### config.mk
export PLATFORM = sky130hd
export DESIGN_NAME = celda_serie_izqder_flat
export DESIGN_NICKNAME = d
export VERILOG_FILES = /design/src/rtl/celda_serie_izqder_if.sv /design/src/rtl/celda_serie_izqder.sv /design/src/flat_wrapper.sv
export SDC_FILE = /design/constraint.sdc
export NUM_CORES = 1
export LEC_CHECK = 0
export ABC_AREA = 1
export BUFFER_PORTS_ARGS = -buffer_cell sky130_fd_sc_hd__buf_2
export CAP_MARGIN = 20
export CORE_ASPECT_RATIO = 0.8
export CORE_MARGIN = 2
export CORE_UTILIZATION = 40
export CTS_CLUSTER_SIZE = 14
export DETAILED_ROUTE_END_ITERATION = 10
export SLEW_MARGIN = 15
export SYNTH_ARGS = -nofsm -noshare
export SYNTH_HDL_FRONTEND = slang
export SYNTH_SLANG_ARGS = --single-unit
### constraint.sdc
create_clock -name clk -period 2.1 [get_ports clk]
set_input_delay 0.315 -clock clk [delete_from_list [all_inputs] [get_ports clk]]
set_output_delay 0.315 -clock clk [all_outputs]
set_load 0.02 [all_outputs]
### src/rtl/celda_serie_izqder_if.sv
// Start/done handshake bundle between a requester and the serial pair-detector cell.
interface celda_serie_izqder_if #(
    parameter int N = 8
);
    logic         start;
    logic [N-1:0] data_in;
    logic         ready;
    logic         busy;
    logic         done;
    logic         f_mid;

    modport master (
        output start, data_in,
        input  ready, busy, done, f_mid
    );

    modport slave (
        input  start, data_in,
        output ready, busy, done, f_mid
    );
endinterface

### src/rtl/celda_serie_izqder.sv
// Bit-serial MSB-first scan that flags any pair of adjacent 1s in an N-bit word.
// Optional build macro CELDA_SERIE_EARLY_EXIT_EN ends the scan as soon as a pair is seen.
module celda_serie_izqder #(
    parameter int N = 8
) (
    input  logic                  clk,
    input  logic                  rst,
    celda_serie_izqder_if.slave   bus
);
    localparam int CW = $clog2(N + 1);

    typedef enum logic [1:0] {
        IDLE = 2'd0,
        SCAN = 2'd1,
        DONE = 2'd2
    } state_t;

    state_t         state_q, state_d;
    logic [N-1:0]   sh_q, sh_d;
    logic [CW-1:0]  cnt_q, cnt_d;
    logic           prev_q, prev_d;
    logic           found_q, found_d;
    logic           f_mid_q, f_mid_d;
    logic           bit_cur;
    logic           found_upd;

    always_ff @(posedge clk or posedge rst) begin
        if (rst) begin
            state_q <= IDLE;
            sh_q    <= '0;
            cnt_q   <= '0;
            prev_q  <= 1'b0;
            found_q <= 1'b0;
            f_mid_q <= 1'b0;
        end else begin
            state_q <= state_d;
            sh_q    <= sh_d;
            cnt_q   <= cnt_d;
            prev_q  <= prev_d;
            found_q <= found_d;
            f_mid_q <= f_mid_d;
        end
    end

    // One intermediate cell: the current bit plus the previous one detects a pair.
    assign bit_cur   = sh_q[N-1];
    assign found_upd = found_q | (prev_q & bit_cur);

    always_comb begin
        state_d = state_q;
        sh_d    = sh_q;
        cnt_d   = cnt_q;
        prev_d  = prev_q;
        found_d = found_q;
        f_mid_d = f_mid_q;

        case (state_q)
            IDLE: begin
                if (bus.start) begin
                    sh_d    = bus.data_in;
                    cnt_d   = CW'(N);
                    prev_d  = 1'b0;
                    found_d = 1'b0;
                    f_mid_d = 1'b0;
                    state_d = SCAN;
                end
            end
            SCAN: begin
                found_d = found_upd;
                prev_d  = bit_cur;
                sh_d    = {sh_q[N-2:0], 1'b0};
                cnt_d   = cnt_q - CW'(1);
                if (cnt_q == CW'(1)) begin
                    f_mid_d = found_upd;
                    state_d = DONE;
                end
`ifdef CELDA_SERIE_EARLY_EXIT_EN
                else if (found_upd) begin
                    f_mid_d = 1'b1;
                    state_d = DONE;
                end
`endif
            end
            DONE: begin
                state_d = IDLE;
            end
            default: begin
                state_d = IDLE;
            end
        endcase
    end

    assign bus.ready = (state_q == IDLE);
    assign bus.busy  = (state_q == SCAN);
    assign bus.done  = (state_q == DONE);
    assign bus.f_mid = f_mid_q;
endmodule

### src/flat_wrapper.sv
// flat-port wrapper written by rule: the top's interface ports become plain ports
module celda_serie_izqder_flat 
#(
    parameter int N = 8
)
  (clk, rst, bus_start, bus_data_in, bus_ready, bus_busy, bus_done, bus_f_mid);
  celda_serie_izqder_if #(.N(N)) bus_i ();
  input  logic clk;
  input  logic rst;
  input wire logic [$bits(bus_i.start)-1:0] bus_start;
  input wire logic [$bits(bus_i.data_in)-1:0] bus_data_in;
  output wire logic [$bits(bus_i.ready)-1:0] bus_ready;
  output wire logic [$bits(bus_i.busy)-1:0] bus_busy;
  output wire logic [$bits(bus_i.done)-1:0] bus_done;
  output wire logic [$bits(bus_i.f_mid)-1:0] bus_f_mid;
  assign bus_i.start = bus_start;
  assign bus_i.data_in = bus_data_in;
  assign bus_ready = bus_i.ready;
  assign bus_busy = bus_i.busy;
  assign bus_done = bus_i.done;
  assign bus_f_mid = bus_i.f_mid;
  celda_serie_izqder #(.N(N)) u_core (.clk(clk), .rst(rst), .bus(bus_i));
endmodule
==> results.md <==
- RSZ-0062 raised after global routing: no
- Post-synth top area share: 0.5097
- Peak fanout along the critical path: 16
- Area Growth Syn to Fin: 12.74%
- Number of nets in the layout: 127
- Leading cell type by number of instances after synthesis: nand2_1
- I/O pin count: 15
- Half-perimeter wire length after placement: between 1000 and 1500 microns
- Fraction of layout instances using a drive strength above 1: 0.2478
- Number of distinct library cell variants in the gate-level netlist after synthesis: 20
- First-pass GRT wire length: 2718 microns
- P per Cell Area: 1412 nW/um^2
- Average wire per cell in the routed design: roughly 11 microns
- Pin count of the biggest net entering global routing: 18
- Clk Tree Root Cell: clkbuf_4
- Die boundary height: 44.86 microns
- Internal power: between 0.0007 and 0.0008 W
- Hold Fails Final Rpt: 0
- Leakage component of the power: 0.5041 nW
- Share of flip-flops with an asynchronous set or reset: 1.000
- Clock slew at the register clock pins of the worst setup and hold paths: 0.09 ns
- Final-layout setup total negative slack: 0 ns
- CORE AREA: a little under 2000 sq um
- Cell type with the largest total area after synthesis: dfrtp_1
- Most used DFF post-synth: dfrtp_1
- Clock insertion delay at the later pin of the skew report: slightly below 0.3 ns
- Peak Freq: 644.2 MHz
- Total clock buffers created by CTS: 3
- Period utilisation layout: 0.7392
- Power share of the combinational group: 0.449
- CP required: 1.78 ns
- Worst setup EP type: output pin
- Number of global-route vias before repair: 602
- Number of violations reported at the end of detailed-routing iteration 0: 11
- Worst Setup Start Kind: flip-flop
- Netlist Area Pre-Place: between 800 and 900 sq um
- Depth of the CTS H-tree: 1
- Max-Slew Margin vs Limit: 0.5921
- Post-synth net total: 109
- Buffer depth of the longest clock path: 2
- Actual slew at the worst max-slew pin: between 0.6 and 0.7 ns
- Min-Delay Path Class: in -> async
- Net Sw Frac: 0.4280
- Post-cts hold buffer count: 0
- Max-slew violation count: 0
- Crit. Startpoint: u_core.state_q[0]
- DRT Pass-1 Iters: 4
- Final wirelength: 1475 microns
- Via-to-Cell Ratio: approximately 4.7
- Category of the critical setup timing path: reg -> out
- Clk_skew: between 0.001 and 0.0015 ns
- Leading post-synthesis cells by instance count: 32 x nand2_1, 17 x dfrtp_1, 12 x nand3_1
- Part of the power in registers: 0.424
- Final min period: 1.552 ns
- Sequential area share after synthesis: 0.5097
- Post-layout power: 0.001328 W
- Crit path arrival time: ~1.2 ns
- Total of endpoints with negative setup slack in the final report: 0
- Number of storage elements in the synthesis netlist: 17
- Maximum vdd drop: between 0.0007 and 0.0008 V
- CTS tree: built
- Number of antenna violations at the first check in global routing: 0
- Post-Synthesis Cells: 96
- Average size of a mapped cell: slightly below 9 sq um
- RR Startpoint: u_core.cnt_q[0]
- Count of warnings emitted by yosys: 0
- Die width: 55.07 microns
- Clk sink count: 17
- Die footprint: 2470 sq um
- Routability congestion estimate from global placement: 0.8107
- Initial cell density of the core: 0.4331
- Number of antenna cells inserted: 0
- Clock Power Share: 0.127
- Via count: 646
- Switching component of the power: 0.0005685 W
- DRC viols: 0
- Port Buffers: 14
- Remaining Overflow, GRT: 0
- Max-cap viol count: 0
- Fill cell count: 197
- Count of instances resized after the clock tree is built: 0
- Result of the run: complete, no violations
- Cell types with the largest area share after synthesis: dfrtp_1 51%, nand2_1 14%, nand3_1 7.2%
- Post-synth EDFFs: 0
- Global Route Usage Sum: 0.1579
- Antenna-violating nets left: 0
- Number of cell rows: 14
- Buffer count from post-CTS setup fixing: 0
-- placed cells by master (no fill, tap or decap), types with 3 or more instances in the layout --
master	synthesis	layout
nand2_1	32	32
dfrtp_1	17	17
buf_2	0	14
nand3_1	12	12
inv_1	8	8
o21ai_0	6	6
nor2_1	4	4
clkbuf_4	0	3
-- metal layers --
metal	global-route usage	vias to the layer above	part of all wire
met5	0	-	0
met4	0.04390	0	0.0068
met3	0.06291	3	0.054
met2	0.2214	11	0.41
met1	0.2260	294	0.53
li1	-	338	-
-- layout make-up --
| class | instances | area, sq um | share of cell area |
|---|---|---|---|
| Clock buffer | 4 | 26.28 | 0.02793 |
| Sequential cell | 17 | 425.4 | 0.4521 |
| Inverter | 11 | 48.80 | 0.05186 |
| Multi-Input combinational cell | 67 | 340.3 | 0.3617 |
| Tap cell | 24 | 30.03 | 0.03191 |
| Timing Repair Buffer | 14 | 70.07 | 0.07447 |
-- registers in the layout (all words and copies together), names as in the netlist --
signal,count
u_core.sh_q,8
u_core.cnt_q,4
u_core.state_q,2
u_core.bus.f_mid,1
u_core.found_q,1
u_core.prev_q,1
-- metrics by stage --
stage               setup slack (ns)  area, sq um  instances    util  hold WS (ns)
floorplan                     0.9806        834.6         96       -        0.2411
global placement              0.9005        914.6        133  0.4747        0.4411
detailed placement            0.8747        914.6        133  0.4747        0.4325
CTS                           0.5482        940.9        137  0.4883        0.1150
global route                  0.4707        940.9        137  0.4883        0.1300
finish                        0.5477        940.9        137  0.4883       0.08490
-- path summary, 6_finish.rpt --
check | slack [ns] | cells after the start | end
worst max-delay path | 0.55 | 3 | bus_busy
worst min-delay path | 0.08 | 2 | u_core.cnt_q[1]
worst max register to register | 0.91 | 5 | u_core.cnt_q[2]
worst min register to register | 0.48 | 2 | u_core.sh_q[0]
max in group asynchronous | 1.62 | 2 | u_core.sh_q[4]
min in group clk | 0.22 | 3 | u_core.sh_q[0]
-- power groups by stage --
stage | Combinational, W | Sequential, W | Clock, W
finish | 0.000596 | 0.000564 | 0.000168
global route | 0.000685 | 0.000583 | 0.000196
CTS | 0.000602 | 0.000563 | 0.000176
detailed placement | 0.000596 | 0.000570 | 0
global placement | 0.000594 | 0.000564 | 0
floorplan | 0.000514 | 0.000557 | 0
-- critical path, stage by stage (launching register included) --
cell and delay [ns]:
dfrtp_1 0.50, nand2_4 0.14, inv_6 0.13, buf_2 0.18
-- logic make-up (layout without fill, tap and decap cells) --
group,count (synthesis),count (layout),synth area share
AO/OA/AOI/OAI,10,10,0.06897
flip-flops,17,17,0.5097
adder cells (fa/ha/maj),2,2,0.02998
buffers and inverters,12,29,0.08246
AND/OR/NAND/NOR,55,55,0.3088
Power figures use the tool's default switching activity.
